**config.mk**
```make
export PLATFORM = sky130hd
export DESIGN_NAME = sprite_rom_arbiter
export DESIGN_NICKNAME = d
export VERILOG_FILES = /design/src/rtl/sprite_rom_arbiter.sv
export SDC_FILE = /design/constraint.sdc
export NUM_CORES = 1
export LEC_CHECK = 0
export CORE_ASPECT_RATIO = 0.6
export CORE_MARGIN = 3
export CORE_UTILIZATION = 40
export DETAILED_ROUTE_END_ITERATION = 10
export GPL_ROUTABILITY_DRIVEN = 0
export PLACE_DENSITY = 0.78
export SYNTH_ARGS = -nofsm -noshare
export SYNTH_HDL_FRONTEND = slang
export SYNTH_SLANG_ARGS = --single-unit
```
**constraint.sdc**
```tcl
create_clock -name sys_clk -period 5.9 [get_ports sys_clk]
set_input_delay 0.885 -clock sys_clk [delete_from_list [all_inputs] [get_ports sys_clk]]
set_output_delay 0.885 -clock sys_clk [all_outputs]
set_load 0.02 [all_outputs]
```
**src/rtl/sprite_rom_arbiter.sv**
```systemverilog
// Round-robin arbiter sharing one sprite ROM between several pixel requesters.
// Grants are combinational; the winner's address is registered to the ROM and a tag pipeline routes the pixel back.
module sprite_rom_arbiter #(
    parameter int N_REQ       = 3,
    parameter int ADDR_WIDTH  = 14,
    parameter int DATA_WIDTH  = 12,
    parameter int ROM_LATENCY = 2
) (
    input  logic                        sys_clk,
    input  logic                        sys_rst_n,
    input  logic                        frame_tick,
    input  logic [N_REQ-1:0]            req,
    input  logic [N_REQ*ADDR_WIDTH-1:0] req_addr,
    output logic [N_REQ-1:0]            gnt,
    output logic                        rom_en,
    output logic [ADDR_WIDTH-1:0]       rom_addr,
    input  logic [DATA_WIDTH-1:0]       rom_data,
    output logic [N_REQ-1:0]            rd_valid,
    output logic [DATA_WIDTH-1:0]       rd_data
);

    localparam int IDX_W = (N_REQ > 1) ? $clog2(N_REQ) : 1;

    logic [IDX_W-1:0]                    ptr_reg;
    logic [IDX_W-1:0]                    ptr_next;
    logic [IDX_W-1:0]                    win_idx;
    logic [IDX_W-1:0]                    cand_idx;
    logic                                win_found;
    logic [N_REQ-1:0]                    gnt_vec;
    int                                  cand;

    logic [ROM_LATENCY-1:0]              vld_pipe_reg;
    logic [ROM_LATENCY-1:0][IDX_W-1:0]   tag_pipe_reg;
    logic [ADDR_WIDTH-1:0]               rom_addr_reg;
    logic [N_REQ-1:0]                    rd_valid_reg;
    logic [DATA_WIDTH-1:0]               rd_data_reg;
    logic [N_REQ-1:0]                    tag_onehot;

    // Search ptr, ptr+1, ... with explicit wrap so non-power-of-two N_REQ never visits an unused index.
    always_comb begin
        win_found = 1'b0;
        win_idx   = '0;
        cand_idx  = '0;
        cand      = 0;
        gnt_vec   = '0;
        for (int k = 0; k < N_REQ; k++) begin
            cand = int'(ptr_reg) + k;
            if (cand >= N_REQ) cand = cand - N_REQ;
            cand_idx = IDX_W'(cand);
            if (!win_found && req[cand_idx]) begin
                win_found = 1'b1;
                win_idx   = cand_idx;
            end
        end
        if (!sys_rst_n) win_found = 1'b0;
        if (win_found) gnt_vec[win_idx] = 1'b1;
    end

    always_comb begin
        ptr_next = ptr_reg;
        if (frame_tick)
            ptr_next = '0;
        else if (win_found)
            ptr_next = (win_idx == IDX_W'(N_REQ - 1)) ? '0 : win_idx + IDX_W'(1);
    end

    generate
        for (genvar gi = 0; gi < N_REQ; gi++) begin : g_onehot
            assign tag_onehot[gi] = (tag_pipe_reg[ROM_LATENCY-1] == IDX_W'(gi));
        end
    endgenerate

    always_ff @(posedge sys_clk or negedge sys_rst_n) begin
        if (!sys_rst_n) begin
            ptr_reg      <= '0;
            vld_pipe_reg <= '0;
            tag_pipe_reg <= '0;
            rom_addr_reg <= '0;
            rd_valid_reg <= '0;
            rd_data_reg  <= '0;
        end else begin
            ptr_reg         <= ptr_next;
            vld_pipe_reg[0] <= win_found;
            tag_pipe_reg[0] <= win_idx;
            if (win_found)
                rom_addr_reg <= req_addr[win_idx*ADDR_WIDTH +: ADDR_WIDTH];
            for (int s = 1; s < ROM_LATENCY; s++) begin
                vld_pipe_reg[s] <= vld_pipe_reg[s-1];
                tag_pipe_reg[s] <= tag_pipe_reg[s-1];
            end
            rd_valid_reg <= vld_pipe_reg[ROM_LATENCY-1] ? tag_onehot : '0;
            if (vld_pipe_reg[ROM_LATENCY-1])
                rd_data_reg <= rom_data;
        end
    end

    assign gnt      = gnt_vec;
    assign rom_en   = vld_pipe_reg[0];
    assign rom_addr = rom_addr_reg;
    assign rd_valid = rd_valid_reg;
    assign rd_data  = rd_data_reg;

endmodule

```
======== Yosys cells after proc, flatten, opt, wreduce, memory -nomap -nowiden ========
Cells that the tools add are included.
word-level totals
  flip-flop bits (word level) ............. 37
  input port bits ......................... 60
  output and inout bits ................... 33
  word-level logic and storage cells ...... 56
cells by class
  add/subtract/negate cells ............... 6
  multipliers ............................. 1
  magnitude comparators ................... 8
  equality and inequality tests ........... 3
  shift operators ......................... 1
  muxes and demuxes ....................... 23
  reductions and logical operators ........ 7
operators with widths
  operator                                                                             number
  42-bit by 7-bit indexed part select with 14-bit output                               1
  2-bit 2-to-1 mux                                                                     9
  2-bit by 3-bit less-than comparator with 1-bit output, second input constant         4
  1-bit 2-to-1 mux                                                                     8
  1-bit binary-select mux with 2-bit select                                            3
  3-bit by 2-bit greater-or-equal comparator with 1-bit output, second input constant  2
  3-bit 2-to-1 mux                                                                     2
  2-bit subtractor, second input constant                                              3
  2-bit by 3-bit multiplier with 5-bit output, second input constant                   1
  2-bit equality test, second input constant                                           2
  2-bit by 1-bit adder with 3-bit output, second input constant                        1
  2-bit by 2-bit adder with 3-bit output, second input constant                        1
  1-bit logical AND                                                                    3
  2-bit by 1-bit adder with 2-bit output, second input constant                        1
  1-bit demux with 2-bit select                                                        1
  2-bit by 1-bit equality test with 1-bit output, second input constant                1
  2-bit by 1-bit greater-or-equal comparator with 1-bit output, second input constant  1
  2-bit greater-or-equal comparator, second input constant                             1
  1-bit logical NOT                                                                    2
  2-bit logical NOT                                                                    1
  2-bit nonzero test                                                                   1

======== Depth between registers and ports, before layout ========
  word-level depth ........................ 16
  depth in mapped cells ................... 10

======== Worst setup path after synthesis ========
Ideal clock, no wire load.
  path kind ............................... input port to output port
  from .................................... input req[2]
  to ...................................... output gnt[1]
  arrival time ............................ 2.101 ns
  required time ........................... 5.015 ns
  setup slack ............................. 2.914 ns
  cell stages on the path ................. 6
  path buffers ............................ 1
  path through ............................ buf_6 -> and2b_1 -> a21oi_1 -> a211oi_1 -> o21ai_0 -> inv_1
between the ends
  word-level cells in the longest chain between the ends .. 14
  elaborated cells on any way between the ends .. 23
  classes of those cells .................. 2 x order compare; 16 x mux; 5 x reduce/logical
RTL lines
  what                                                                                                                                                         line  text
  start, declared                                                                                                                                              12    input logic [N_REQ-1:0] req,
  1-bit binary-select mux with 2-bit select                                                                                                                    50    if (!win_found && req[cand_idx]) begin
  1-bit 2-to-1 mux (implied by the code)                                                                                                                       50
  1-bit 2-to-1 mux                                                                                                                                             50
  1-bit logical NOT                                                                                                                                            50
  1-bit logical AND                                                                                                                                            50
  1-bit 2-to-1 mux                                                                                                                                             50
  1-bit logical NOT                                                                                                                                            50
  1-bit logical AND                                                                                                                                            50
  2-bit 2-to-1 mux                                                                                                                                             50
  2-bit by 3-bit less-than comparator with 1-bit output (implied by the code) or 2-bit by 1-bit greater-or-equal comparator with 1-bit output (tied branches)  56    if (win_found) gnt_vec[win_idx] = 1'b1;
  1-bit logical AND (implied by the code)                                                                                                                      56
  1-bit 2-to-1 mux (implied by the code)                                                                                                                       56
  1-bit demux with 2-bit select                                                                                                                                56
  3-bit 2-to-1 mux (*)                                                                                                                                         56
  end, declared                                                                                                                                                14    output logic [N_REQ-1:0] gnt,
Mark *: on every way between the ends. The rest lies on a longest branch, timed or not. The select of a mux whose other input is x is not followed.

======== Worst setup path after layout ========
Ends and elaborated chain as after synthesis.

==> out/metrics.cfg <==
[global_routing]
grt_usage=0.184
use_met3=0.0735
antenna_found_initial=0
grtUsageMet1=0.239
busiest_layer=met2
grt_pass1_wl_um=8600
use_met2=0.286
grt_pass1_vias=1820
grt_start_max_net_pins=53
gr-total-overflow=0

[logic_synthesis]
ys_seq_area_frac=0.452
synth_cells=186
syn_area_um2=2050
ys_seq_elements=37
syn_avg_cell_area_um2=11.0
synth.distinct_cells=36
synth.net_count=249
synth_edf_count=0
synthArstFlopShare=1.00
yosys_warnings=0
synth_ff_type=dfrtp_1

[clock_network]
clk_latency_ns=0.28
cts-root-buf=clkbuf_8
cts_buffers=5
path_clk_slew_ns=0.07
cts_buffer_depth=2
cts_setup_buffers=0
ctsHtreeMaxLevel=2
cts.repair.resized=0
cts_tree=built
cts_sinks=37
cts-hold-fix-buffers=0

[placed_design]
dp_hpwl_um=4050
io_buffers=92
place_ws_ns=1.37

[routing]
wl_per_cell_um=16.1
vias=1777
wirelength_um=5420
drc=0
ant_nets=0
routed_via_density=5.27
first_pass_iters=4
drtIter0Drc=118

[run]
cap_violations=0

[floorplan]
dieArea_um2=6040
die_x_um=98.4
core_area_um2=4750
initial_utilization=0.431
num_rows=19
io_pins=93
fp.dieH_um=61.4

[timing]
setup_viol=0
fin_crit_sh=0.767
fmax_mhz=221
hold_viol_final=0
hold_ws_ns=0.360
final.setup.tns_ns=0
setup_ws_ns=1.38
drv_slew=0
period_minus_slack_ns=4.52
rsz0062_at_grt=false
worst_slew_pin_slew_ns=1.12
fin_skew_ns=0.00614
relSlewSlack=0.248

[setup_path]
cp_cell_sequence=clkdlybuf4s50_1, and2b_1, a21oi_1, a211oi_2, o21ai_0, inv_1, clkdlybuf4s50_1
crit_top_cell=clkdlybuf4s50_1
slowest_stage=a211oi_2
cp_top_family=buffers and inverters
end_kind=output port
crit_path_start_kind=input pin
path_max_fanout=15
cp_num_buf_inv=3
crit_required_ns=5.02
path_class=in2out
critPathMaxStageDelay_ns=0.79
worst_ep_arrival_time_ns=3.64

[power]
pwr-share-seq=0.377
p_per_area_nw_per_um2=295
ir_drop_v=0.000129
p_switching_w=0.000288
p_sw_frac=0.318
comb_power_share=0.396
clkPwrFrac=0.227
p_leak_nw=1.27
p_int_w=0.000619

[run_status]
status=complete, no violations

[cells_and_area]
diodes=0
areaGrowthSynthToFinish_pct=50.3
nets=337
drive_gt1_frac=0.139
largest_reg_flops=14
final_util=0.647

[worst_hold_path]
min_path_type=reg2reg

logic make-up after synthesis:
group           after synthesis  share of synthesized area
fa+ha+maj                     3                     0.0183
mux                          15                     0.0806
flops                        37                      0.452
simple gates                 39                      0.123
compound gates               59                      0.246
buf+inv                      33                     0.0800
power by group through the flow:
stage	Combinational (W)	Sequential [W]	Clock, W
finish	0.000360	0.000342	0.000206
global route	0.000385	0.000351	0.000226
CTS	0.000363	0.000342	0.000214
detailed placement	0.000363	0.000345	0
global placement	0.000356	0.000345	0
floorplan	0.000143	0.000398	0
synth_stat cells (3+ instances only):
cell,count,area [um2]
dfrtp_1,37,926
inv_1,20,75.1
o211ai_1,18,135
nor2b_1,16,100
a221oi_1,14,123
mux2_2,12,135
o211ai_2,10,125
clkbuf_1,7,26.3
nor2_1,5,18.8
nand2_1,4,15.0
a21oi_1,3,15.0
ha_1,3,37.5
mux2i_1,3,30.0
nand3_1,3,15.0
o21ai_0,3,15.0
through the flow:
stage	std cells	cell area, um2	total power, W
floorplan	186	2050	0.000541
global placement	330	2970	0.000702
detailed placement	330	2970	0.000708
CTS	337	3080	0.000920
global route	337	3080	0.000962
finish	337	3080	0.000908
final timing paths:
kind | from | end | slack, ns | cells past startpoint
max | req[2] | gnt[1] | 1.38 | 7
min | tag_pipe_reg[0]$_DFF_PN0_ | tag_pipe_reg[2]$_DFF_PN0_ | 0.36 | 0
max reg2reg | ptr_reg[0]$_DFFE_PN0P_ | rom_addr[0]$_DFFE_PN0P_ | 2.75 | 7
min reg2reg | tag_pipe_reg[0]$_DFF_PN0_ | tag_pipe_reg[2]$_DFF_PN0_ | 0.36 | 0
max in group asynchronous | sys_rst_n | rom_addr[1]$_DFFE_PN0P_ | 4.75 | 2
min in group asynchronous | sys_rst_n | rd_data[2]$_DFFE_PN0P_ | 0.74 | 2
routing by layer:
| layer | wire [um] | share of wire | vias up |
|---|---|---|---|
| met5 | 0 | 0 | - |
| met4 | 46 | 0.0085 | 0 |
| met3 | 521 | 0.096 | 4 |
| li1 | - | - | 858 |
| met2 | 2370 | 0.44 | 80 |
| met1 | 2480 | 0.46 | 835 |
cell type report:
| type | count | area [um2] |
|---|---|---|
| clock inverter | 2 | 35.0 |
| fill | 388 | 1680 |
| multi-input combinational | 116 | 963 |
| sequential | 37 | 926 |
| timing repair buffer | 94 | 931 |
| tap | 63 | 78.8 |
| inverter | 20 | 75.1 |
| clock buffer | 5 | 68.8 |
cells in the final DEF, fill, tap and decap left out, types with 4 or more instances in the layout:
cell / netlist / final
mux2_2: 12 / 12
o211ai_2: 10 / 10
nor2b_1: 16 / 16
o211ai_1: 18 / 18
dfrtp_1: 37 / 37
clkbuf_8: 0 / 5
nand2_1: 4 / 4
nor2_1: 5 / 5
clkdlybuf4s50_1: 0 / 91
inv_1: 20 / 20
a221oi_1: 14 / 14
(Power assumes the default switching activity.)
